===== src/rtl/demux_pkg.sv =====
// Shared definitions for the stream demultiplexer: routing mode encodings
// and the saturating increment used by the drop counter.
package demux_pkg;

  localparam logic MODE_SELECT = 1'b0;
  localparam logic MODE_RR     = 1'b1;

  // Callers zero-extend into 32 bits and truncate the result back to their width.
  function automatic logic [31:0] sat_inc(input logic [31:0] value,
                                          input logic [31:0] max_value);
    return (value >= max_value) ? value : value + 32'd1;
  endfunction

endpackage


===== src/rtl/demux_slot.sv =====
// One-entry holding register for a single output channel.
// A load wins over a drain in the same cycle, which keeps the slot full.
module demux_slot #(
  parameter int W = 8
) (
  input  logic         clk,
  input  logic         rst_n,
  input  logic         load_i,
  input  logic [W-1:0] data_i,
  input  logic         ready_i,
  output logic [W-1:0] data_o,
  output logic         valid_o
);

  logic [W-1:0] data_q, data_d;
  logic         valid_q, valid_d;

  always_comb begin
    data_d  = data_q;
    valid_d = valid_q;
    if (load_i) begin
      data_d  = data_i;
      valid_d = 1'b1;
    end else if (valid_q && ready_i) begin
      valid_d = 1'b0;
    end
  end

  always_ff @(posedge clk or negedge rst_n) begin
    if (!rst_n) begin
      data_q  <= '0;
      valid_q <= 1'b0;
    end else begin
      data_q  <= data_d;
      valid_q <= valid_d;
    end
  end

  assign data_o  = data_q;
  assign valid_o = valid_q;

endmodule


===== src/rtl/demux_stream.sv =====
// 1-to-N valid/ready stream demultiplexer with per-channel holding slots,
// explicit-select or round-robin routing, and a drop counter for bad selects.
module demux_stream
  import demux_pkg::*;
#(
  parameter  int N  = 8,
  parameter  int W  = 8,
  parameter  int CW = 8,
  localparam int SW = $clog2(N)
) (
  input  logic           clk,
  input  logic           rst_n,
  input  logic           mode,
  input  logic [W-1:0]   din,
  input  logic [SW-1:0]  sel,
  input  logic           din_valid,
  output logic           din_ready,
  output logic [N*W-1:0] dout,
  output logic [N-1:0]   dout_valid,
  input  logic [N-1:0]   dout_ready,
  output logic [SW-1:0]  rr_ptr,
  output logic [CW-1:0]  drop_cnt
);

  // Per-channel status is padded to the full select range so any tgt indexes safely.
  localparam int NP = 1 << SW;

  logic [SW-1:0] tgt;
  logic [NP-1:0] chan_exists;
  logic [NP-1:0] full_ext;
  logic [NP-1:0] ready_ext;
  logic          tgt_ok;
  logic          accept;
  logic          do_load;
  logic          do_drop;
  logic [SW-1:0] rr_ptr_q, rr_ptr_d;
  logic [CW-1:0] drop_cnt_q, drop_cnt_d;

  generate
    for (genvar gi = 0; gi < NP; gi++) begin : g_ext
      assign chan_exists[gi] = (gi < N);
      if (gi < N) begin : g_real
        assign full_ext[gi]  = dout_valid[gi];
        assign ready_ext[gi] = dout_ready[gi];
      end else begin : g_pad
        assign full_ext[gi]  = 1'b0;
        assign ready_ext[gi] = 1'b0;
      end
    end
  endgenerate

  assign tgt    = (mode == MODE_RR) ? rr_ptr_q : sel;
  assign tgt_ok = chan_exists[tgt];

  // Depends only on routing state and consumer readiness, never on din_valid.
  assign din_ready = !tgt_ok || !full_ext[tgt] || ready_ext[tgt];

  assign accept  = din_valid && din_ready;
  assign do_load = accept && tgt_ok;
  assign do_drop = accept && !tgt_ok;

  generate
    for (genvar gi = 0; gi < N; gi++) begin : g_slot
      demux_slot #(.W(W)) u_slot (
        .clk     (clk),
        .rst_n   (rst_n),
        .load_i  (do_load && (tgt == SW'(gi))),
        .data_i  (din),
        .ready_i (dout_ready[gi]),
        .data_o  (dout[gi*W +: W]),
        .valid_o (dout_valid[gi])
      );
    end
  endgenerate

  always_comb begin
    rr_ptr_d   = rr_ptr_q;
    drop_cnt_d = drop_cnt_q;
    if (do_load && (mode == MODE_RR)) begin
      rr_ptr_d = (rr_ptr_q == SW'(N - 1)) ? '0 : rr_ptr_q + 1'b1;
    end
    if (do_drop) begin
      drop_cnt_d = CW'(sat_inc(32'(drop_cnt_q), 32'({CW{1'b1}})));
    end
  end

  always_ff @(posedge clk or negedge rst_n) begin
    if (!rst_n) begin
      rr_ptr_q   <= '0;
      drop_cnt_q <= '0;
    end else begin
      rr_ptr_q   <= rr_ptr_d;
      drop_cnt_q <= drop_cnt_d;
    end
  end

  assign rr_ptr   = rr_ptr_q;
  assign drop_cnt = drop_cnt_q;

endmodule


===== config.mk =====
export PLATFORM = sky130hd
export DESIGN_NAME = demux_stream
export DESIGN_NICKNAME = d
export VERILOG_FILES = /design/src/rtl/demux_pkg.sv /design/src/rtl/demux_slot.sv /design/src/rtl/demux_stream.sv
export SDC_FILE = /design/constraint.sdc
export NUM_CORES = 1
export LEC_CHECK = 0
export ABC_AREA = 1
export BUFFER_PORTS_ARGS = -buffer_cell sky130_fd_sc_hd__buf_2
export CAP_MARGIN = 25
export CELL_PAD_IN_SITES_DETAIL_PLACEMENT = 1
export CELL_PAD_IN_SITES_GLOBAL_PLACEMENT = 1
export CORE_MARGIN = 5
export CORE_UTILIZATION = 25
export CTS_CLUSTER_DIAMETER = 200
export CTS_CLUSTER_SIZE = 10
export DETAILED_ROUTE_END_ITERATION = 6
export GPL_TIMING_DRIVEN = 1
export PLACE_DENSITY_LB_ADDON = 0.1
export SKIP_LAST_GASP = 1
export SLEW_MARGIN = 10
export SYNTH_ARGS = -nofsm -noshare
export SYNTH_HDL_FRONTEND = slang
export SYNTH_SLANG_ARGS = --single-unit

===== constraint.sdc =====
create_clock -name clk -period 2.8 [get_ports clk]
set_clock_uncertainty 0.2 [all_clocks]
set_input_delay 0 -clock clk [delete_from_list [all_inputs] [get_ports clk]]
set_output_delay 0 -clock clk [all_outputs]
set_load 0.1 [all_outputs]

==> results of run 1 <==
registers in the layout, summed over array words and instances (netlist names):
name                   count
g_slot.u_slot.data_o      64
g_slot.u_slot.valid_o      8
rr_ptr                     3
final cells by class:
class / instances / area [sq um]
fill: 1672 / 9140
sequential: 75 / 1880
multi-input combinational: 294 / 1300
timing repair buffer: 131 / 823
clock buffer: 11 / 243
tap: 180 / 225
inverter: 19 / 73.8
clock inverter: 3 / 40.0
cell families after synthesis:
family                   synth area share (%)
flip-flops                               54.2
AO/OA/AOI/OAI                           0.868
other                                   0.108
AND/OR/NAND/NOR                          35.0
buffers and inverters                    9.07
adder cells (fa/ha/maj)                 0.723
metrics by stage:
step | util (%) | instance area (sq um) | instances
6_report | 33.4 | 4580 | 713
5_1_grt | 33.4 | 4580 | 713
4_1_cts | 33.1 | 4540 | 711
3_5_place_dp | 29.6 | 4070 | 678
3_3_place_gp | 29.6 | 4070 | 678
2_1_floorplan | - | 3490 | 423
per-layer routing:
| metal | up-vias | GRT usage, % | part of all wire [%] |
|---|---|---|---|
| li1 | 1530 | - | - |
| met1 | 1543 | 21.8 | 49 |
| met2 | 72 | 23.4 | 45 |
| met3 | 10 | 3.38 | 4.9 |
| met4 | 0 | 4.00 | 1.1 |
| met5 | - | 0 | 0 |
critical path: stages (launching register included):
cell     delay [ns]
dfrtp_1        0.44
nand2_2        0.14
nand2_4        0.15
nand2_1        0.11
nor2_1         0.10
nor2_1         0.05
nand3_1        0.32
nand2_2        0.14
inv_1          0.10
buf_2          0.42
Yosys cell counts, drive strengths merged:
cell type and number:
dfrtp 75, o21ai 6, buf 26, conb 1, nand3 78, ha 2
nor2 15, nand2 176, inv 19, nand4 9, clkbuf 9
final timing paths:
check,slack [ns],end,cells past startpoint,startpoint
max,0.29,din_ready,9,rr_ptr[0]$_DFFE_PN0P_
min,0.06,g_slot[0].u_slot.data_o[6]$_DFFE_PN0P_,6,sel[2]
max reg2reg,0.40,g_slot[7].u_slot.data_o[7]$_DFFE_PN0P_,9,rr_ptr[0]$_DFFE_PN0P_
min reg2reg,0.28,g_slot[1].u_slot.data_o[7]$_DFFE_PN0P_,2,g_slot[1].u_slot.data_o[7]$_DFFE_PN0P_
max in group asynchronous,1.39,g_slot[5].u_slot.data_o[1]$_DFFE_PN0P_,4,rst_n
min in group asynchronous,0.41,g_slot[0].u_slot.data_o[5]$_DFFE_PN0P_,3,rst_n
==> results.sh, run 1 <==
export IMPL_drc=0
export IMPL_insertion_delay_ns=0.33
export IMPL_ys_ff_latch=75
export IMPL_synth_top_area_share_pct=54.2
export IMPL_setup_viol=0
export IMPL_initial_core_util_pct=25.2
export IMPL_syn_area_sq_um=3460
export IMPL_cts_tree="done"
export IMPL_portBuffers=98
export IMPL_finalMaxSlewViolations=0
export IMPL_criticalPathCategory="reg -> out"
export IMPL_min_period_over_period_pct=89.7
export IMPL_fp_coreArea_sq_um=13700
export IMPL_fmax_mhz=398
export IMPL_maxCapViolations=0
export IMPL_drt_iter0_markers=165
export IMPL_min_period_ns=2.51
export IMPL_grt_max_degree=76
export IMPL_holdBufCountCts=19
export IMPL_area_growth_pct=32.3
export IMPL_routabilityCongestion=0.770
export IMPL_num_rows=43
export IMPL_hold_class="in -> reg"
export IMPL_ant_nets=0
export IMPL_wl_um=12100
export IMPL_ys_types=19
export IMPL_viasPerCell=4.42
export IMPL_antenna_found_initial=0
export IMPL_final_common_cell="nand2_1"
export IMPL_final_cell_mix="169 x nand2_1, 97 x buf_2, 78 x nand3_1"
export IMPL_path_clk_slew_ns=0.06
export IMPL_hold_slack_ns=0.0567
export IMPL_cp_data_required_time_ns=2.60
export IMPL_overflow=0
export IMPL_syn_avg_cell_area_sq_um=8.32
export IMPL_synth_area_leader_cell="dfrtp_1"
export IMPL_dpl_hpwl_um=8450
export IMPL_worst_pin_slew_ns=0.504
export IMPL_num_vias=3155
export IMPL_crit_path_max_fanout=10
export IMPL_arrival_ns=2.31
export IMPL_setup_tns_ns=0
export IMPL_numCtsBuffers=9
export IMPL_diodes=0
export IMPL_cts_repair_resized=0
export IMPL_ys_warnings_count=0
export IMPL_clkSinkCount=75
export IMPL_crit_path_end_kind="output port"
export IMPL_slew_headroom_pct=66.3
export IMPL_rsz0062_at_grt="no"
export IMPL_yosysSeqAreaShare_pct=54.2
export IMPL_track_usage_pct=15.2
export IMPL_fin_ws_ns=0.288
export IMPL_drive_gt1_share_pct=25.7
export IMPL_postSynthCellCount=416
export IMPL_dp_slack_ns=0.368
export IMPL_clockBufferDepth=2
export IMPL_fin_nets=555
export IMPL_start_kind="register"
export IMPL_grt_pass1_vias=3360
export IMPL_status="completed"
export IMPL_die_area_sq_um=16300
export IMPL_clockRootBuffer="clkbuf_16"
export IMPL_dieWidth_um=128
export IMPL_fp_dieH_um=128
export IMPL_avgRoutedWirePerCell_um=17.0
export IMPL_finalHoldViolCount=0
export IMPL_post_cts_setup_buffer_count=0
export IMPL_htree_levels=3
export IMPL_io_pins=107
export IMPL_grt_first_pass_wirelength_um=19400
export IMPL_first_pass_iters=4
export IMPL_synth_area_leaders="dfrtp_1 54%, nand2_1 18%, nand3_1 11%"
Power of run 1 is left out: the tool's default activity adds up to more than one toggle a clock period on the data nets, which glitch-free logic cannot reach.
==> run 2, diff against run 1 <==
--- a/config.mk
+++ b/config.mk
@@ -21,4 +21,5 @@
 export SLEW_MARGIN = 10
 export SYNTH_ARGS = -nofsm -noshare
 export SYNTH_HDL_FRONTEND = slang
+export SYNTH_HIERARCHICAL = 1
 export SYNTH_SLANG_ARGS = --single-unit
==> run 2 against run 1 <==
The flow now finishes with violations (hold timing). Worst hold slack worse by 0.076 ns. Global-route usage fell by 0.93 points. Register-to-register slack improved by 0.11 ns. Cell area shrank 1.6%. Non-clock buffer count decreased by 4. Via count shrank 5.7%. Largest cell class unchanged.
==> results.sh, run 2 <==
export IMPL_status="finished, violations left"
export IMPL_violations="hold timing"
export IMPL_r2r_start="rr_ptr[0]$_DFFE_PN0P_"
export IMPL_final_cell_mix="245 x nand2_1, 97 x buf_2, 75 x dfrtp_1"
export IMPL_fmax_mhz=436
export IMPL_fp_dieH_um=126
export IMPL_numCtsBuffers=9
export IMPL_ant_nets=0
export IMPL_routabilityCongestion=0.771
export IMPL_final_common_cell="nand2_1"
export IMPL_synth_area_leaders="dfrtp_1 56%, nand2_1 27%, buf_6 3.0%"
export IMPL_hold_class="in -> async"
export IMPL_rsz0062_at_grt="no"
export IMPL_num_fill_cells=1616
export IMPL_setup_viol=0
export IMPL_arrival_ns=2.32
export IMPL_start_kind="register"
export IMPL_min_period_ns=2.29
export IMPL_syn_avg_cell_area_sq_um=8.16
export IMPL_synth_edf_count=0
export IMPL_track_usage_pct=14.3
export IMPL_hold_slack_ns=-0.0197
export IMPL_met1_length_um=5360
export IMPL_grt_max_degree=76
export IMPL_reg2reg_depth=14
export IMPL_cp_data_required_time_ns=2.82
export IMPL_die_area_sq_um=15800
export IMPL_portBuffers=98
export IMPL_finalMaxSlewViolations=0
export IMPL_grt_first_pass_wirelength_um=17600
export IMPL_largest_register_ffs=64
export IMPL_crit_path_max_fanout=9
export IMPL_met3_length_um=525
export IMPL_highest_layer="met4"
export IMPL_insertion_delay_ns=0.33
export IMPL_wl_um=11100
export IMPL_clkSinkCount=75
export IMPL_area_growth_pct=34.3
export IMPL_dieWidth_um=126
export IMPL_drt_iter0_markers=132
export IMPL_cts_tree="done"
export IMPL_ys_flop_type="dfrtp_1"
export IMPL_criticalPathCategory="reg -> reg"
export IMPL_maxCapViolations=0
export IMPL_ys_warnings_count=6
export IMPL_async_flop_share_pct=100
export IMPL_min_period_over_period_pct=81.9
export IMPL_io_pins=107
export IMPL_dpl_hpwl_um=7770
export IMPL_clockRootBuffer="clkbuf_16"
export IMPL_first_pass_iters=6
export IMPL_htree_levels=3
export IMPL_antenna_found_initial=0
export IMPL_avgRoutedWirePerCell_um=15.5
export IMPL_synth_most_common_cell="nand2_1"
export IMPL_ys_ff_latch=75
export IMPL_post_cts_setup_buffer_count=0
export IMPL_overflow=0
export IMPL_num_rows=42
export IMPL_num_vias=2974
export IMPL_cts_repair_resized=0
export IMPL_rr_endpoint="g_slot[5].u_slot/data_o[6]$_DFFE_PN0P_"
export IMPL_syn_area_sq_um=3350
export IMPL_drive_gt1_share_pct=26.5
export IMPL_fin_nets=564
export IMPL_viasPerCell=4.14
export IMPL_ys_types=17
export IMPL_synthTopCellsByCount="245 x nand2_1, 75 x dfrtp_1, 21 x inv_1"
export IMPL_crit_path_end_kind="register"
export IMPL_yosysSeqAreaShare_pct=55.9
export IMPL_setup_tns_ns=0
export IMPL_fp_coreArea_sq_um=13200
export IMPL_synth_top_area_share_pct=55.9
export IMPL_clockBufferDepth=2
export IMPL_drc=0
export IMPL_diodes=0
export IMPL_synth_area_leader_cell="dfrtp_1"
export IMPL_finalHoldViolCount=28
export IMPL_postSynthCellCount=411
export IMPL_regToRegSetupSlack_ns=0.51
export IMPL_grt_pass1_vias=3068
export IMPL_holdBufCountCts=19
export IMPL_path_clk_slew_ns=0.06
export IMPL_initial_core_util_pct=25.4
export IMPL_wl_met2_um=5060
-- run 2: cell types whose count changed in the layout (fill, tap and decap cells not counted), sizes merged --
cell,before,now
buf,111,108
clkbuf,11,13
clkinv,2,1
dlygate4sd3,20,19
inv,19,30
nand2,176,255
nand3,78,14
nand4,9,1
nor2,15,16
o21ai,6,0
-- run 2: how the worst max path moves through the flow --
| stage | from | endpoint | slack (ns) |
|---|---|---|---|
| 4_1_cts | rr_ptr[0]$_DFFE_PN0P_ | g_slot[4].u_slot/data_o[7]$_DFFE_PN0P_ | 0.46 |
| 5_1_grt | rr_ptr[0]$_DFFE_PN0P_ | g_slot[5].u_slot/data_o[2]$_DFFE_PN0P_ | 0.24 |
| 3_3_place_gp | rr_ptr[0]$_DFFE_PN0P_ | g_slot[5].u_slot/data_o[7]$_DFFE_PN0P_ | 0.49 |
| 3_5_place_dp | rr_ptr[0]$_DFFE_PN0P_ | g_slot[4].u_slot/data_o[7]$_DFFE_PN0P_ | 0.47 |
| 6_report | rr_ptr[0]$_DFFE_PN0P_ | g_slot[5].u_slot/data_o[6]$_DFFE_PN0P_ | 0.51 |
| 2_1_floorplan | rr_ptr[0]$_DFFE_PN0P_ | g_slot[0].u_slot/data_o[0]$_DFFE_PN0P_ | 0.18 |
-- run 2: critical path, stage by stage, from the launching register on --
cell     delay, ns
dfrtp_1       0.45
nand2_2       0.15
nand2_4       0.17
nand2_1       0.09
nor2_1        0.13
nor2_1        0.07
nand3_2       0.09
nand2_4       0.08
nor2_8        0.14
nand2_2       0.07
nor2_1        0.14
buf_4         0.18
inv_2         0.09
nand2_1       0.08
nand2_1       0.05
-- run 2: logic make-up after synthesis --
family	after synthesis	share of synthesized area, %
fa+ha+maj	2	0.746
buf+inv	47	8.24
flops	75	55.9
other cells	1	0.112
simple gates	286	34.9
-- run 2: metal layers --
layer  vias up  GRT usage [%]
li1       1464              -
met1      1432           20.0
met2        68           22.2
met3        10           3.09
met4         0           4.73
met5         -              0
-- run 2: layout make-up --
class / count / area [sq um] / area share (%)
inverter: 30 / 115 / 2.55
sequential: 75 / 1880 / 41.7
tap: 176 / 220 / 4.89
timing repair buffer: 127 / 771 / 17.1
multi-input combinational: 296 / 1230 / 27.2
clock buffer: 13 / 260 / 5.78
clock inverter: 2 / 35.0 / 0.778
-- run 2: per-stage QoR --
step	setup WS [ns]	instance area, sq um	cells	hold slack [ns]	util [%]
floorplan	0.178	3380	418	-0.496	-
global placement	0.487	4000	684	0.0390	30.3
detailed placement	0.474	4000	684	0.0450	30.3
CTS	0.463	4490	718	0.138	34.0
global route	0.239	4510	719	0.0263	34.2
finish	0.507	4510	719	-0.0197	34.2
Power of run 2 is left out for the same reason.
==> run 3, diff against run 2 <==
==> constraint.sdc (replaced) <==
create_clock -name clk -period 1.9 [get_ports clk]
set_clock_uncertainty 0.2 [all_clocks]
set_input_delay 0 -clock clk [delete_from_list [all_inputs] [get_ports clk]]
set_output_delay 0 -clock clk [all_outputs]
set_load 0.1 [all_outputs]
==> run 3 against run 2 <==
The run ends with setup timing left. Sequential cell count stayed put. Worst hold slack gained 0.022 ns. First-iteration DRC count down 45%. Utilization is 5.7 points higher. Global-route usage is 0.97 points higher. Critical endpoint is now g_slot[2].u_slot/data_o[2]$_DFFE_PN0P_. Largest cell class unchanged.
==> results.sh, run 3 (synthesis gave the netlist of run 2 again) <==
export IMPL_arrival_ns=2.22
export IMPL_path_clk_slew_ns=0.06
export IMPL_criticalPathCategory="reg -> reg"
export IMPL_finalMaxSlewViolations=0
export IMPL_die_area_sq_um=15800
export IMPL_clockBufferDepth=2
export IMPL_largest_register_ffs=64
export IMPL_fin_ws_ns=-0.288
export IMPL_min_period_over_period_pct=115
export IMPL_area_growth_pct=56.7
export IMPL_viasPerCell=4.23
export IMPL_insertion_delay_ns=0.34
export IMPL_fp_dieH_um=126
export IMPL_diodes=0
export IMPL_overflow=0
export IMPL_drive_gt1_share_pct=46.6
export IMPL_violations="setup timing"
export IMPL_ant_nets=0
export IMPL_setup_tns_ns=-18.53
export IMPL_initial_core_util_pct=25.4
export IMPL_routabilityCongestion=0.783
export IMPL_setup_viol=76
export IMPL_drt_iter0_markers=72
export IMPL_slowest_stage="dfrtp_4"
export IMPL_dieWidth_um=126
export IMPL_cts_tree="done"
export IMPL_avgRoutedWirePerCell_um=16.0
export IMPL_finalHoldViolCount=0
export IMPL_clockRootBuffer="clkbuf_16"
export IMPL_fp_coreArea_sq_um=13200
export IMPL_fin_nets=602
export IMPL_clkSinkCount=75
export IMPL_crit_chain="inv_1, nand2_1, nand2_2, nand3_1, nand2_1, nor2_1, nand3_2, nand2_4, nor2_8, nand2_4, nor2_4, buf_6, inv_6, nand2_1, nand2_1"
export IMPL_crit_path_max_fanout=5
export IMPL_num_rows=42
export IMPL_dpl_hpwl_um=8340
export IMPL_crit_path_end_kind="register"
export IMPL_numCtsBuffers=9
export IMPL_track_usage_pct=15.3
export IMPL_min_period_ns=2.19
export IMPL_maxCapViolations=0
export IMPL_portBuffers=98
export IMPL_wl_um=12100
export IMPL_cpPeakStageDelay_ns=0.49
export IMPL_hold_slack_ns=0.00185
export IMPL_status="finished, violations left"
export IMPL_first_pass_iters=4
export IMPL_fmax_mhz=457
export IMPL_io_pins=107
export IMPL_crit_path_frequent_cell="nand2_1"
export IMPL_htree_levels=3
export IMPL_hold_class="in -> async"
export IMPL_num_vias=3203
export IMPL_drc=0
export IMPL_final_cell_mix="184 x nand2_1, 103 x buf_2, 64 x dfrtp_1"
export IMPL_rsz0062_at_grt="yes"
export IMPL_dp_slack_ns=-0.352
export IMPL_antenna_found_initial=0
export IMPL_final_common_cell="nand2_1"
export IMPL_cp_data_required_time_ns=1.93
export IMPL_start_kind="register"
export IMPL_grt_first_pass_wirelength_um=18800
export IMPL_grt_pass1_vias=3380
export IMPL_grt_max_degree=36
-- run 3: cell types whose count changed in the layout (fill, tap and decap cells not counted), sizes merged --
cell / change
nand2: +1
buf: +32
clkinvlp: +1
bufinv: -1
inv: +4
dlymetal6s4s: +1
clkbuf: +1
-- run 3: per-stage QoR --
stage	cells	instance area (sq um)	utilization [%]
floorplan	418	3430	-
global placement	702	4210	31.9
detailed placement	702	4210	31.9
CTS	748	4870	36.9
global route	758	5260	39.8
finish	758	5260	39.8
-- run 3: area by class of cell --
type	instances	area, sq um
Clock buffer	14	254
Clock inverter	2	12.5
Fill cell	1592	7940
Inverter	30	173
Multi-Input combinational cell	297	1580
Sequential cell	75	1900
Tap cell	176	220
Timing Repair Buffer	160	1080
Timing Repair inverter	4	35.0
-- run 3: worst paths after layout --
| path | from | endpoint | slack, ns | depth (start not counted) |
|---|---|---|---|---|
| worst min-delay path | rst_n | g_slot[0].u_slot/data_o[4]$_DFFE_PN0P_ | 0.002 | 3 |
| worst min register to register | g_slot[3].u_slot/data_o[6]$_DFFE_PN0P_ | g_slot[3].u_slot/data_o[6]$_DFFE_PN0P_ | 0.27 | 2 |
| worst max-delay path | rr_ptr[1]$_DFFE_PN0P_ | g_slot[2].u_slot/data_o[2]$_DFFE_PN0P_ | -0.29 | 15 |
| max in group asynchronous | rst_n | g_slot[3].u_slot/data_o[4]$_DFFE_PN0P_ | 0.64 | 4 |
| min in group clk | mode | rr_ptr[2]$_DFFE_PN0P_ | 0.10 | 5 |
| worst max register to register | rr_ptr[1]$_DFFE_PN0P_ | g_slot[2].u_slot/data_o[2]$_DFFE_PN0P_ | -0.29 | 15 |
-- run 3: routing by layer --
metal | wire length (um) | global-route usage, % | share of wire [%]
met5 | 0 | 0 | 0
met4 | 144 | 4.73 | 1.2
met3 | 485 | 3.09 | 4.0
met2 | 5900 | 25.0 | 49
met1 | 5570 | 20.4 | 46
-- run 3: what timing repair did --
item,4_1_cts,5_1_grt
gates resized for setup,38,102
cloned,7,5
pin swaps,1,32
hold buffers,19,1
buffers inserted,4,3
endpoints found under the hold margin,150,8
endpoints found under the setup margin,73,76
-- run 3: worst max-delay path, delay by kind of cell (launching register included) --
kind          cells  cell delay (ns)
simple gates     12             1.11
flops             1             0.49
buf+inv           3             0.28
Power of run 3 is left out for the same reason.
